**src/rtl/fetch_unit.sv**
```systemverilog
`timescale 1ns/1ps
`default_nettype none
// ============================================================================
// Module      : fetch_unit
// Description : Y86-64 SEQ fetch stage; reads one instruction a byte at a
//               time over a req/ack port and presents the decoded fields.
// Revision    : 1.0 - initial release
// ============================================================================
module fetch_unit #(
    parameter int WORD_W  = 64,
    parameter int MAX_LEN = 10
) (
    input  logic              clk,
    input  logic              rst,
    input  logic              start,
    input  logic [WORD_W-1:0] pc,
    output logic              mem_req,
    output logic [WORD_W-1:0] mem_addr,
    input  logic              mem_ack,
    input  logic [7:0]        mem_rdata,
    input  logic              mem_err,
    output logic              out_valid,
    input  logic              out_ready,
    output logic [3:0]        icode,
    output logic [3:0]        ifun,
    output logic [3:0]        rA,
    output logic [3:0]        rB,
    output logic [WORD_W-1:0] valC,
    output logic [WORD_W-1:0] valP,
    output logic [1:0]        stat
);

    localparam int CNT_W = $clog2(MAX_LEN + 1);

    localparam logic [1:0] c_STAT_AOK = 2'b00;
    localparam logic [1:0] c_STAT_HLT = 2'b01;
    localparam logic [1:0] c_STAT_ADR = 2'b10;
    localparam logic [1:0] c_STAT_INS = 2'b11;

    typedef enum logic [1:0] {
        ST_IDLE = 2'd0,
        ST_REQ  = 2'd1,
        ST_DONE = 2'd2
    } state_t;

    state_t            state_q, state_d;
    logic [WORD_W-1:0] pc_q, pc_d;
    logic [WORD_W-1:0] valc_q, valc_d;
    logic [WORD_W-1:0] valp_q, valp_d;
    logic [CNT_W-1:0]  idx_q, idx_d;
    logic [CNT_W-1:0]  len_q, len_d;
    logic [3:0]        icode_q, icode_d;
    logic [3:0]        ifun_q, ifun_d;
    logic [3:0]        ra_q, ra_d;
    logic [3:0]        rb_q, rb_d;
    logic [1:0]        stat_q, stat_d;

    logic [CNT_W-1:0]  w_len;
    logic              w_valc_en;
    logic [CNT_W-1:0]  w_valc_pos;

    function automatic logic [CNT_W-1:0] insn_len(input logic [3:0] ic);
        case (ic)
            4'h0, 4'h1, 4'h9:       insn_len = CNT_W'(1);
            4'h2, 4'h6, 4'hA, 4'hB: insn_len = CNT_W'(2);
            4'h3, 4'h4, 4'h5:       insn_len = CNT_W'(10);
            4'h7, 4'h8:             insn_len = CNT_W'(9);
            default:                insn_len = CNT_W'(1);
        endcase
    endfunction

    function automatic logic has_regs(input logic [3:0] ic);
        has_regs = ic inside {4'h2, 4'h3, 4'h4, 4'h5, 4'h6, 4'hA, 4'hB};
    endfunction

    always_comb begin
        state_d    = state_q;
        pc_d       = pc_q;
        valc_d     = valc_q;
        valp_d     = valp_q;
        idx_d      = idx_q;
        len_d      = len_q;
        icode_d    = icode_q;
        ifun_d     = ifun_q;
        ra_d       = ra_q;
        rb_d       = rb_q;
        stat_d     = stat_q;
        w_len      = len_q;
        w_valc_en  = 1'b0;
        w_valc_pos = '0;

        case (state_q)
            ST_IDLE: begin
                if (start) begin
                    pc_d    = pc;
                    idx_d   = '0;
                    valc_d  = '0;
                    ra_d    = 4'hF;
                    rb_d    = 4'hF;
                    stat_d  = c_STAT_AOK;
                    state_d = ST_REQ;
                end
            end
            ST_REQ: begin
                if (mem_ack) begin
                    if (mem_err) begin
                        stat_d  = c_STAT_ADR;
                        valp_d  = pc_q + WORD_W'(idx_q);
                        state_d = ST_DONE;
                    end else begin
                        if (idx_q == '0) begin
                            icode_d = mem_rdata[7:4];
                            ifun_d  = mem_rdata[3:0];
                            w_len   = insn_len(mem_rdata[7:4]);
                            len_d   = w_len;
                            if (mem_rdata[7:4] > 4'hB) begin
                                stat_d = c_STAT_INS;
                            end else if (mem_rdata[7:4] == 4'h0) begin
                                stat_d = c_STAT_HLT;
                            end
                        end else begin
                            if (idx_q == CNT_W'(1) && has_regs(icode_q)) begin
                                ra_d = mem_rdata[7:4];
                                rb_d = mem_rdata[3:0];
                            end
                            // constant starts after the register byte when one is present
                            if (icode_q inside {4'h3, 4'h4, 4'h5} && idx_q >= CNT_W'(2)) begin
                                w_valc_en  = 1'b1;
                                w_valc_pos = idx_q - CNT_W'(2);
                            end else if (icode_q inside {4'h7, 4'h8}) begin
                                w_valc_en  = 1'b1;
                                w_valc_pos = idx_q - CNT_W'(1);
                            end
                            for (int k = 0; k < WORD_W / 8; k++) begin
                                if (w_valc_en && w_valc_pos == CNT_W'(k)) begin
                                    valc_d[8*k +: 8] = mem_rdata;
                                end
                            end
                        end
                        if (idx_q == w_len - CNT_W'(1)) begin
                            valp_d  = pc_q + WORD_W'(w_len);
                            state_d = ST_DONE;
                        end else begin
                            idx_d = idx_q + CNT_W'(1);
                        end
                    end
                end
            end
            ST_DONE: begin
                if (out_ready) begin
                    state_d = ST_IDLE;
                end
            end
            default: state_d = ST_IDLE;
        endcase
    end

    always_ff @(posedge clk) begin
        if (rst) begin
            state_q <= ST_IDLE;
            pc_q    <= '0;
            valc_q  <= '0;
            valp_q  <= '0;
            idx_q   <= '0;
            len_q   <= '0;
            icode_q <= 4'h0;
            ifun_q  <= 4'h0;
            ra_q    <= 4'hF;
            rb_q    <= 4'hF;
            stat_q  <= c_STAT_AOK;
        end else begin
            state_q <= state_d;
            pc_q    <= pc_d;
            valc_q  <= valc_d;
            valp_q  <= valp_d;
            idx_q   <= idx_d;
            len_q   <= len_d;
            icode_q <= icode_d;
            ifun_q  <= ifun_d;
            ra_q    <= ra_d;
            rb_q    <= rb_d;
            stat_q  <= stat_d;
        end
    end

    // reset withdraws a pending request in the same cycle it is asserted
    assign mem_req   = (state_q == ST_REQ) && !rst;
    assign mem_addr  = pc_q + WORD_W'(idx_q);
    assign out_valid = (state_q == ST_DONE);
    assign icode     = icode_q;
    assign ifun      = ifun_q;
    assign rA        = ra_q;
    assign rB        = rb_q;
    assign valC      = valc_q;
    assign valP      = valp_q;
    assign stat      = stat_q;

endmodule
`default_nettype wire

```
**config.mk**
```make
export PLATFORM = sky130hd
export DESIGN_NAME = fetch_unit
export DESIGN_NICKNAME = d
export VERILOG_FILES = /design/src/rtl/fetch_unit.sv
export SDC_FILE = /design/constraint.sdc
export NUM_CORES = 1
export LEC_CHECK = 0
export ABC_AREA = 0
export CAP_MARGIN = 20
export CORE_MARGIN = 4
export CORE_UTILIZATION = 56
export CTS_BUF_LIST = sky130_fd_sc_hd__clkbuf_8
export DETAILED_ROUTE_END_ITERATION = 12
export PLACE_DENSITY = 0.89
export SYNTH_ARGS = -nofsm -noshare
export SYNTH_HDL_FRONTEND = slang
export SYNTH_SLANG_ARGS = --single-unit
```
**constraint.sdc**
```tcl
create_clock -name clk -period 6.6 [get_ports clk]
set_clock_uncertainty 0.15 [all_clocks]
set_input_delay 0.66 -clock clk [delete_from_list [all_inputs] [get_ports clk]]
set_output_delay 0.66 -clock clk [all_outputs]
set_load 0.01 [all_outputs]
```
==> reports/qor.yml <==
setup_path:
  crit_slowest_cell: "dfxtp_1"
  critical_path_arrival_ps: 4210
  end_kind: "primary output"
  start_kind: "register"
  crit_fanout: 11
  path_class: "reg -> out"
  cp.required_ps: 5790
  max_stage_delay_ps: 560
  critical_path.cell_chain: "ha_1 -> inv_1 -> fa_1 -> nor2b_1 -> o21a_1 -> o21ai_0 -> or2_2 -> or3_1 -> nor2_1 -> xor2_1 -> clkdlybuf4s50_1"
synth:
  synth_area_leader_cell: "dfxtp_1"
  synth_edf_count: 0
  synthFlopType: "dfxtp_1"
  synthTopCellsByArea: "dfxtp_1 37%, nand2_1 9.4%, mux2i_1 5.7%"
  syn-cell-area_um2: 11800
  synth-seq-cells: 220
  synth_top_area_share_pct: 37.5
  synth_area_per_cell_um2: 8.01
  syn_nets: 1561
  synth_cells: 1468
  ys_types: 82
  ys_warn_count: 0
  synth-async-reset-ratio_pct: 0
  yosysSeqAreaShare_pct: 37.5
clock_tree:
  holdBufCountCts: 0
  cts_tree: "done"
  cts_sinks: 220
  clockBufferDepth: 3
  post_cts_buffers: 0
  h-tree-depth: 2
  cts_inserted_buffers: 39
  clk_latency_ps: 550
  clockRootBuffer: "clkbuf_8"
  cts.clk_slew.worst_paths_ps: 70
  cts_resized: 0
floorplan:
  die_area_um2: 23400
  rows: 52
  die_w_um: 153
  core_area_um2: 20400
  initial_core_util_pct: 57.5
  die_h_um: 153
  ios: 290
detailed_routing:
  wl_um: 42600
  drc_errors: 0
  detail_route.wl_per_cell_um: 21.4
  drt_first_pass_iters: 6
  drt_iter0_drc: 1432
  antenna_left: 0
  num_vias: 12100
  viasPerCell: 6.07
sta:
  hold_slack_ps: 311
  final_hold_viol_count: 0
  slew_headroom_pct: 21.3
  fmax_ghz: 0.199
  min_period_ps: 5020
  finalSetupTns_ps: 0
  finalSetupViolCount: 0
  worst_slew_pin_slew_ps: 1170
  min_period_over_period_pct: 76.1
  slew_violations: 0
  rsz0062_at_grt: "no"
place:
  dpl.hpwl_um: 30800
  portBuffers: 289
  gp_congestion: 1.01
flow_run:
  cap_viol_max_count: 0
layout:
  area_growth_pct: 30.8
  layout_common_cells: "292 x nand2_1, 288 x clkdlybuf4s50_1, 220 x dfxtp_1"
  drive_above_1_share_pct: 7.61
  final_nets: 1785
  final_common_cell: "nand2_1"
global_route:
  globalRouteOverflowTotal: 0
  grt_usage_pct: 34.9
  grt_pass1_vias: 11900
  grt_pass1_wl_um: 66800
  antenna_found_initial: 1
  grt_max_degree: 87
pwr:
  leakage_nw: 5.37
  ir_drop_v: 0.000207
  power.total_mw: 3.50
  power_per_cell_area_nw_per_um2: 227
hold_path:
  hold_class: "reg -> reg"
status:
  outcome: "completed"
-- power by group --
group / switching, mW / internal, mW / leakage, nW / total [mW]
combinational: 0.335 / 0.293 / 3.10 / 0.628
sequential: 0.101 / 1.40 / 1.79 / 1.51
clock: 0.594 / 0.769 / 0.472 / 1.36
total: 1.03 / 2.47 / 5.37 / 3.50
-- synthesized netlist by cell type, drive strengths merged, types with 28 or more instances --
cell,instances
nor2,143
mux2i,67
buf,46
clkbuf,69
a211oi,61
nand2,293
xor2,51
nand4,28
dfxtp,220
xnor2,75
o21ai,28
nand3,41
a21oi,99
nor3,61
-- sequential cells by signal (all words and copies together) (netlist names) --
signal   count
idx_q        4
icode        4
stat         2
state_q      2
ifun         4
rA           4
rB           4
len_q        4
valC        64
valP        64
pc_q        64
-- routing by layer --
layer  global-route usage [%]  share of wire [%]
met5                        0                  0
met4                     17.0                4.9
met2                     56.3                 46
met1                     42.0                 37
met3                     11.5                 12
-- cell families (layout without fill, tap and decap cells) --
| kind of cell | count (synthesis) | in the layout | share of synthesized area (%) |
|---|---|---|---|
| adders and majority gates | 15 | 15 | 1.66 |
| other | 0 | 1 | 0 |
| muxes | 67 | 67 | 5.70 |
| DFF | 220 | 220 | 37.5 |
| xor gates and xnor gates | 126 | 126 | 9.39 |
| and+or+nand+nor | 663 | 663 | 26.6 |
| AOI/OAI and AO/OA | 240 | 240 | 14.1 |
| buffers and inverters | 137 | 390 | 5.11 |
-- cell type report --
class                           count  area [um2]
Multi-Input combinational cell   1111        6760
Fill cell                        1470        5050
Sequential cell                   220        4400
Timing Repair Buffer              298        2960
Clock buffer                       47         647
Tap cell                          270         338
Clock inverter                     23         186
Inverter                           22        82.6
Antenna cell                        1        2.50
-- through the flow --
stage          instances  utilization [%]  instance area, um2  setup WS [ps]
2_1_floorplan       1468                -               11800           2850
3_3_place_gp        1921             71.2               14500           2140
3_5_place_dp        1921             71.2               14500           1930
4_1_cts             1991             75.3               15400           1650
5_1_grt             1991             75.3               15400           1350
6_report            1992             75.3               15400           1580
-- final timing paths --
kind,startpoint,end,slack [ps],cells past startpoint
setup / recovery,idx_q[0],mem_addr[58],1580,11
hold / removal,valC[34],valC[34],310,2
setup reg to reg,idx_q[1],valP[41],1770,12
hold reg to reg,valC[34],valC[34],310,2
-- critical path, delay by kind of cell, from the launching register on --
family / cells / cell delay [ps]
flip-flops: 1 / 560
XOR/XNOR: 1 / 160
AND/OR/NAND/NOR: 4 / 1190
adder cells (fa/ha/maj): 2 / 680
AO/OA/AOI/OAI: 2 / 460
buffers and inverters: 2 / 610
(Power assumes the default switching activity.)
